$ cat src/rtl/gf_mod_mul_seq.sv
// Sequential GF(2^M) unit: polynomial reduction mod f(x) (mode 0) or
// bit-serial MSB-first multiply a*b mod f(x) (mode 1), valid/ready on both sides.
module gf_mod_mul_seq #(
    parameter int unsigned M    = 7,
    parameter logic [M:0]  POLY = 8'hBF
) (
    input  logic           clk,
    input  logic           rst_n,
    input  logic           in_valid,
    output logic           in_ready,
    input  logic           in_mode,
    input  logic [2*M-2:0] in_d,
    input  logic [M-1:0]   in_a,
    input  logic [M-1:0]   in_b,
    output logic           out_valid,
    input  logic           out_ready,
    output logic [M-1:0]   out_r,
    output logic           busy
);

    localparam int unsigned DW = 2 * M - 1;     // accumulator width (mode 0 is the wider case)
    localparam int unsigned CW = $clog2(2 * M); // bit index width

    if (M < 2 || POLY[M] != 1'b1) begin : gen_param_check
        $error("gf_mod_mul_seq: M must be >= 2 and POLY[M] must be 1");
    end

    typedef enum logic [1:0] {StIdle, StRun, StDone} state_e;

    state_e        state_q, state_d;
    logic [DW-1:0] acc_q, acc_d;
    logic [CW-1:0] cnt_q, cnt_d;
    logic          mode_q, mode_d;
    logic [M-1:0]  a_q, a_d;
    logic [M-1:0]  b_q, b_d;
    logic [M-1:0]  out_r_q, out_r_d;

    logic          acc_bit;
    logic          b_bit;
    logic [DW-1:0] poly_sh;
    logic [DW-1:0] red_step;
    logic [M-1:0]  mul_step;
    logic          last_step;

    // One-step datapath for both modes, indexed by the current bit counter
    always_comb begin
        acc_bit  = |(acc_q & (DW'(1) << cnt_q));
        poly_sh  = DW'(POLY) << (cnt_q - CW'(M));
        red_step = acc_q ^ (acc_bit ? poly_sh : '0);
        b_bit    = |(b_q & (M'(1) << cnt_q));
        // Shift left; the bit that would land at x^M is folded back with the low part of f(x)
        mul_step = {acc_q[M-2:0], 1'b0}
                 ^ (acc_q[M-1] ? POLY[M-1:0] : '0)
                 ^ (b_bit ? a_q : '0);
        // Mode 0 stops after processing x^M, mode 1 after multiplier bit 0
        last_step = mode_q ? (cnt_q == '0) : (cnt_q == CW'(M));
    end

    // Next-state logic for the IDLE / RUN / DONE controller
    always_comb begin
        state_d = state_q;
        acc_d   = acc_q;
        cnt_d   = cnt_q;
        mode_d  = mode_q;
        a_d     = a_q;
        b_d     = b_q;
        out_r_d = out_r_q;
        unique case (state_q)
            StIdle: begin
                if (in_valid) begin
                    mode_d  = in_mode;
                    a_d     = in_a;
                    b_d     = in_b;
                    state_d = StRun;
                    if (in_mode) begin
                        acc_d = '0;
                        cnt_d = CW'(M - 1);
                    end else begin
                        acc_d = in_d;
                        cnt_d = CW'(2 * M - 2);
                    end
                end
            end
            StRun: begin
                acc_d = mode_q ? DW'(mul_step) : red_step;
                if (last_step) begin
                    state_d = StDone;
                    out_r_d = acc_d[M-1:0];
                end else begin
                    cnt_d = cnt_q - 1'b1;
                end
            end
            StDone: begin
                if (out_ready) begin
                    state_d = StIdle;
                end
            end
            default: state_d = StIdle;
        endcase
    end

    // State and datapath registers
    always_ff @(posedge clk or negedge rst_n) begin
        if (!rst_n) begin
            state_q <= StIdle;
            acc_q   <= '0;
            cnt_q   <= '0;
            mode_q  <= 1'b0;
            a_q     <= '0;
            b_q     <= '0;
            out_r_q <= '0;
        end else begin
            state_q <= state_d;
            acc_q   <= acc_d;
            cnt_q   <= cnt_d;
            mode_q  <= mode_d;
            a_q     <= a_d;
            b_q     <= b_d;
            out_r_q <= out_r_d;
        end
    end

    assign in_ready  = (state_q == StIdle);
    assign out_valid = (state_q == StDone);
    assign busy      = (state_q != StIdle);
    assign out_r     = out_r_q;

endmodule
$ cat config.mk
export PLATFORM = sky130hd
export DESIGN_NAME = gf_mod_mul_seq
export DESIGN_NICKNAME = d
export VERILOG_FILES = /design/src/rtl/gf_mod_mul_seq.sv
export SDC_FILE = /design/constraint.sdc
export NUM_CORES = 1
export LEC_CHECK = 0
export BUFFER_PORTS_ARGS = -buffer_cell sky130_fd_sc_hd__buf_2
export CORE_MARGIN = 3
export CORE_UTILIZATION = 40
export CTS_CLUSTER_DIAMETER = 50
export DETAILED_ROUTE_END_ITERATION = 7
export HOLD_SLACK_MARGIN = 0.08
export SETUP_SLACK_MARGIN = 0.15
export SKIP_LAST_GASP = 1
export SLEW_MARGIN = 20
export SYNTH_ARGS = -nofsm -noshare
export SYNTH_HDL_FRONTEND = slang
export SYNTH_SLANG_ARGS = --single-unit
$ cat constraint.sdc
create_clock -name clk -period 6 [get_ports clk]
set_clock_uncertainty 0.2 [all_clocks]
set_input_delay 0.9 -clock clk [delete_from_list [all_inputs] [get_ports clk]]
set_output_delay 0.9 -clock clk [all_outputs]
set_load 0.01 [all_outputs]
==> flow_summary.json, run 1 <==
{
  "final_cell_area_um2": 3440,
  "drtIter0Drc": 320,
  "tightest_slew_ps": 1050,
  "cp_max_fo": 10,
  "netlist_top_cells_area": "dfrtp_1 (33%), nand2_1 (9.2%), ha_1 (4.0%)",
  "synth_ff_type": "dfrtp_1",
  "syn_area_um2": 3130,
  "critical-path-max-stage-delay_ps": 510,
  "maxSlewHeadroom": 0.299,
  "cp_top_family": "compound AO/OA/AOI/OAI gates",
  "cts_buffer_depth": 2,
  "netlist_top_cells_count": "nand2_1 (77), dfrtp_1 (41), nor2_1 (26)",
  "fill_cells": 755,
  "startpoint_type": "flop",
  "synth_edf_count": 0,
  "syn_inst": 392,
  "synth_area_leader_cell": "dfrtp_1",
  "drive_gt1_frac": 0.144,
  "routabilityCongestion": 0.922,
  "maxSlewViolCount": 0,
  "synthesis.nets": 434,
  "ctsHoldBuffers": 0,
  "ios": 42,
  "clkTransAtPathRegs_ps": 90,
  "cts_tree": "built",
  "cts_setup_buffers": 0,
  "place_area_um2": 3350,
  "grt_usage": 0.227,
  "portBuffers": 41,
  "overflow": 0,
  "yosysWarnings": 0,
  "hold-worst-slack_ps": 289,
  "ys_async_sr_fraction": 1.00,
  "end_kind": "flop",
  "post_cts_resized": 0,
  "worstSkewPairLatency_ps": 320,
  "utilization": 0.464,
  "yosysUniqueCellTypes": 56,
  "vias": 3105,
  "chipHeight_um": 94.4,
  "grt_pass1_wl_mm": 15.8,
  "hold_class": "flop to flop",
  "outcome": "finished clean",
  "wl_per_cell_um": 18.7,
  "placed_cells": 507,
  "ys_ff_latch": 41,
  "seq_area_frac_synth": 0.328,
  "required_ps": 6010,
  "place_ws_ps": 2960,
  "crit_slowest_cell": "dfrtp_1",
  "start_util": 0.422,
  "layout.nets": 457,
  "cts_buffers": 5,
  "avgViaCountPerCell": 6.03,
  "area_delta_synth_final_pct": 10.0,
  "finalCritPeriodShare": 0.511,
  "worstPathCellList": "inv_1, ha_1, a221oi_2, a311oi_1, a21oi_2, nand2_4, mux2_4, a221o_1",
  "dieArea_um2": 8920,
  "grt_pass1_vias": 2926,
  "stdcell_count": 515,
  "setup_viol": 0,
  "synth_top_cell_area_share": 0.328,
  "leakagePower_nw": 1.53,
  "core_um2": 7410,
  "routed_wl_mm": 9.65,
  "first_pass_iters": 5,
  "ant_nets": 0,
  "layout_setup_ws_ps": 2940,
  "fmax_ghz": 0.326,
  "synth.avg_cell_area_um2": 7.98,
  "clock_sinks": 41,
  "layout_min_cycle_time_ps": 3060,
  "totalPowerFinal_mw": 2.19,
  "ir_drop_mv": 0.217,
  "maxCapViolCount": 0,
  "antenna_found_initial": 0,
  "hpwl_mm": 7.01,
  "path_buf_inv": 1,
  "crit_type": "flop to flop",
  "chipWidth_um": 94.4,
  "grt_start_max_net_pins": 42,
  "powerDensity_nw_per_um2": 638,
  "row_count": 31,
  "antenna_cells": 0,
  "drcViolationCount": 0,
  "htree_levels": 2,
  "tns_ps": 0,
  "synth.most_common_cell": "nand2_1",
  "cts_root_buffer": "clkbuf_8",
  "rsz0062_at_grt": "false",
  "worstPathArrival_ps": 3070,
  "finalHoldViolCount": 0
}
[cells in the final DEF (no fill, tap or decap), types with 6 or more instances in the layout]
cell type	synthesis	final
a21oi_1	15	15
a22oi_1	6	6
a221o_1	6	6
buf_2	4	41
dfrtp_1	41	41
ha_1	10	10
nand2b_1	13	13
nand3_1	18	18
nor3b_1	8	8
nand2_1	77	77
a31oi_1	6	6
a221oi_1	8	8
nor3_1	10	10
nand4_1	7	7
and3_1	7	7
inv_1	9	9
xnor2_1	8	8
o22ai_1	7	7
nor2_1	26	26
o21ai_0	18	18
[worst reg2reg max path: stages (launching register included)]
cell	delay [ps]
dfrtp_1	510
inv_1	210
ha_1	360
a221oi_2	300
a311oi_1	90
a21oi_2	390
nand2_4	210
mux2_4	340
a221o_1	350
[path summary, 6_finish.rpt]
path,startpoint,slack [ps],endpoint,depth (start not counted)
setup / recovery,cnt_q[0]$_DFFE_PN0P_,2940,acc_q[5]$_DFFE_PN0P_,8
hold / removal,b_q[1]$_DFFE_PN0P_,290,b_q[1]$_DFFE_PN0P_,2
setup reg to reg,cnt_q[0]$_DFFE_PN0P_,2940,acc_q[5]$_DFFE_PN0P_,8
hold reg to reg,b_q[1]$_DFFE_PN0P_,290,b_q[1]$_DFFE_PN0P_,2
max in group asynchronous,rst_n,4490,state_q[1]$_DFFE_PN0P_,1
min in group asynchronous,rst_n,520,out_r[1]$_DFFE_PN0P_,1
[report_power, final]
group	internal, mW	switching (mW)	total [mW]
registers	0.408	0.195	0.603
clock network	0.0842	0.119	0.203
logic	0.546	0.842	1.39
[cell families after synthesis]
group,after synthesis,synth area share
xor gates and xnor gates,13,0.0364
AOI/OAI and AO/OA,103,0.239
adders and majority gates,10,0.0400
and+or+nand+nor,182,0.277
DFF,41,0.328
muxes,9,0.0332
buffers and inverters,34,0.0460
[flip-flops by register name, indices dropped and copies added, names as in the netlist]
register / cells
mode_q: 1
out_r: 7
acc_q: 13
state_q: 2
b_q: 7
cnt_q: 4
a_q: 7
[layer usage]
layer | routed length [um] | vias to the layer above | GRT usage
met4 | 292 | 0 | 0.0866
met2 | 4230 | 148 | 0.341
met3 | 744 | 29 | 0.0438
met5 | 0 | - | 0
li1 | - | 1461 | -
met1 | 4380 | 1467 | 0.322
[final cells by class]
type                    count  area [um2]  area share
clock buffers               5        68.8      0.0200
clock inverters             3        25.0     0.00727
inverters                   9        33.8     0.00982
multi-input cells         317        1960       0.569
flip-flops and latches     41        1030       0.298
well taps                  99         124      0.0360
repair buffers             41         205      0.0596
Power figures use the tool's default switching activity.
==> inputs of run 2 (changes only) <==
==> constraint.sdc (replaced) <==
create_clock -name clk -period 2.6 [get_ports clk]
set_clock_uncertainty 0.2 [all_clocks]
set_input_delay 0.39 -clock clk [delete_from_list [all_inputs] [get_ports clk]]
set_output_delay 0.39 -clock clk [all_outputs]
set_load 0.01 [all_outputs]
==> run 2 against run 1 <==
  * Combinational power increased to 3.0 times the previous value
  * Setup slack got worse by 2800 ps
  * Design area increased by 17%
==> flow_summary.json, run 2 (same netlist as run 1, synthesis figures left out) <==
{
  "avgViaCountPerCell": 5.81,
  "ant_nets": 0,
  "grt_start_max_net_pins": 31,
  "outcome": "finished clean",
  "max_flop_register": "acc_q",
  "setup_viol": 0,
  "routabilityCongestion": 0.937,
  "stdcell_count": 573,
  "drcViolationCount": 0,
  "ios": 42,
  "r2r-end": "acc_q[4]$_DFFE_PN0P_",
  "fill_cells": 720,
  "hold_class": "input port to flop",
  "grt_usage": 0.244,
  "placed_cells": 540,
  "required_ps": 2600,
  "final_cell_mix": "nand2_1 (76), buf_4 (42), buf_2 (41)",
  "cts_tree": "built",
  "startpoint": "cnt_q[0]$_DFFE_PN0P_",
  "htree_levels": 2,
  "row_count": 31,
  "chipWidth_um": 94.4,
  "largest_reg_flops": 13,
  "dieArea_um2": 8920,
  "finalCritPeriodShare": 0.952,
  "powerDensity_nw_per_um2": 1450,
  "chipHeight_um": 94.4,
  "end_kind": "flop",
  "hold-worst-slack_ps": 84.5,
  "cts_root_buffer": "clkbuf_8",
  "ir_drop_mv": 0.628,
  "clock_sinks": 41,
  "start_util": 0.422,
  "leakagePower_nw": 1.82,
  "maxSlewHeadroom": 0.600,
  "routed_wl_mm": 10.5,
  "maxSlewViolCount": 0,
  "layout_min_cycle_time_ps": 2480,
  "crit_end": "acc_q[4]$_DFFE_PN0P_",
  "worstPathArrival_ps": 2480,
  "clkTransAtPathRegs_ps": 90,
  "antenna_found_initial": 0,
  "maxCapViolCount": 0,
  "crit_type": "flop to flop",
  "wl_per_cell_um": 18.3,
  "overflow": 0,
  "drive_gt1_frac": 0.270,
  "grt_pass1_wl_mm": 16.7,
  "cp_max_fo": 5,
  "worstSkewPairLatency_ps": 310,
  "final_common_cell": "nand2_1",
  "antenna_cells": 0,
  "cts_buffer_depth": 2,
  "rr_worst_depth": 8,
  "layout.nets": 515,
  "startpoint_type": "flop",
  "portBuffers": 41,
  "vias": 3330,
  "rsz0062_at_grt": "true",
  "hpwl_mm": 7.84,
  "multiInputGateArea_um2": 2090,
  "core_um2": 7410,
  "finalHoldViolCount": 0,
  "fmax_ghz": 0.404,
  "area_delta_synth_final_pct": 29.0,
  "cts_buffers": 5,
  "drtIter0Drc": 300,
  "regArea_um2": 1030,
  "first_pass_iters": 5,
  "reg2reg_slack_ps": 120,
  "grt_pass1_vias": 3123,
  "tightest_slew_ps": 595,
  "timing.rr.start": "cnt_q[0]$_DFFE_PN0P_"
}
## run 2: changes by cell type in the layout (fill, tap and decap cells not counted), sizes merged
cell	before	now
buf	41	83
dlygate4sd3	0	15
clkinv	1	2
inv	10	9
nand2	78	79
## run 2: how the worst min path moves through the flow
stage,end,slack [ps],cells past startpoint,from
5_1_grt,a_q[1]$_DFFE_PN0P_,100,3,in_a[1]
6_report,a_q[1]$_DFFE_PN0P_,80,3,in_a[1]
4_1_cts,a_q[1]$_DFFE_PN0P_,80,3,in_a[1]
3_5_place_dp,out_r[0]$_DFFE_PN0P_,190,1,rst_n
3_3_place_gp,out_r[0]$_DFFE_PN0P_,180,1,rst_n
2_1_floorplan,a_q[0]$_DFFE_PN0P_,-110,0,rst_n
## run 2: worst max-delay path, cell delays in order, from the launching register on
cell and delay, ps:
dfrtp_2 470, buf_4 160, ha_4 170, a222oi_1 250, a21oi_1 160, o21bai_4 210, nand2_4 120, mux2_4 320
a221o_1 310
## run 2: what timing repair did
action,in CTS,in global routing
buffers inserted,7,2
hold buffers,15,0
hold endpoints to repair,34,0
pin swaps,5,5
setup endpoints to repair,9,17
resized for setup,2,16
cloned,1,0
## run 2: power breakdown
| group | switching (mW) | internal, mW | leakage [nW] |
|---|---|---|---|
| combinational | 2.34 | 1.82 | 1.28 |
| clock | 0.248 | 0.186 | 0.0439 |
| sequential | 0.329 | 0.947 | 0.500 |
| total | 2.91 | 2.96 | 1.82 |
## run 2: final cells by class
| cell class | count | share of cell area |
|---|---|---|
| Inverter | 9 | 0.00961 |
| Multi-Input combinational cell | 318 | 0.517 |
| Sequential cell | 41 | 0.255 |
| Tap cell | 99 | 0.0307 |
| Clock buffer | 5 | 0.0171 |
| Clock inverter | 3 | 0.00434 |
| Timing Repair Buffer | 98 | 0.166 |
## run 2: stage by stage
| step | instance area (um2) | TNS (ps) | worst slack, ps | util | power (mW) |
|---|---|---|---|---|---|
| finish | 4040 | 0 | 124 | 0.545 | 5.87 |
| global route | 4040 | 0 | 59.5 | 0.545 | 6.29 |
| CTS | 3950 | 0 | 142 | 0.533 | 5.61 |
| floorplan | 3180 | 0 | 141 | - | 3.82 |
| global placement | 3640 | 0 | 31.9 | 0.492 | 4.98 |
| detailed placement | 3640 | -0.270 | -0.270 | 0.492 | 5.02 |
## run 2: routing by layer
| layer | vias up | wire length, um | track usage |
|---|---|---|---|
| met2 | 158 | 4880 | 0.374 |
| li1 | 1577 | - | - |
| met1 | 1573 | 4550 | 0.346 |
| met4 | 0 | 292 | 0.0951 |
| met5 | - | 0 | 0 |
| met3 | 22 | 736 | 0.0351 |
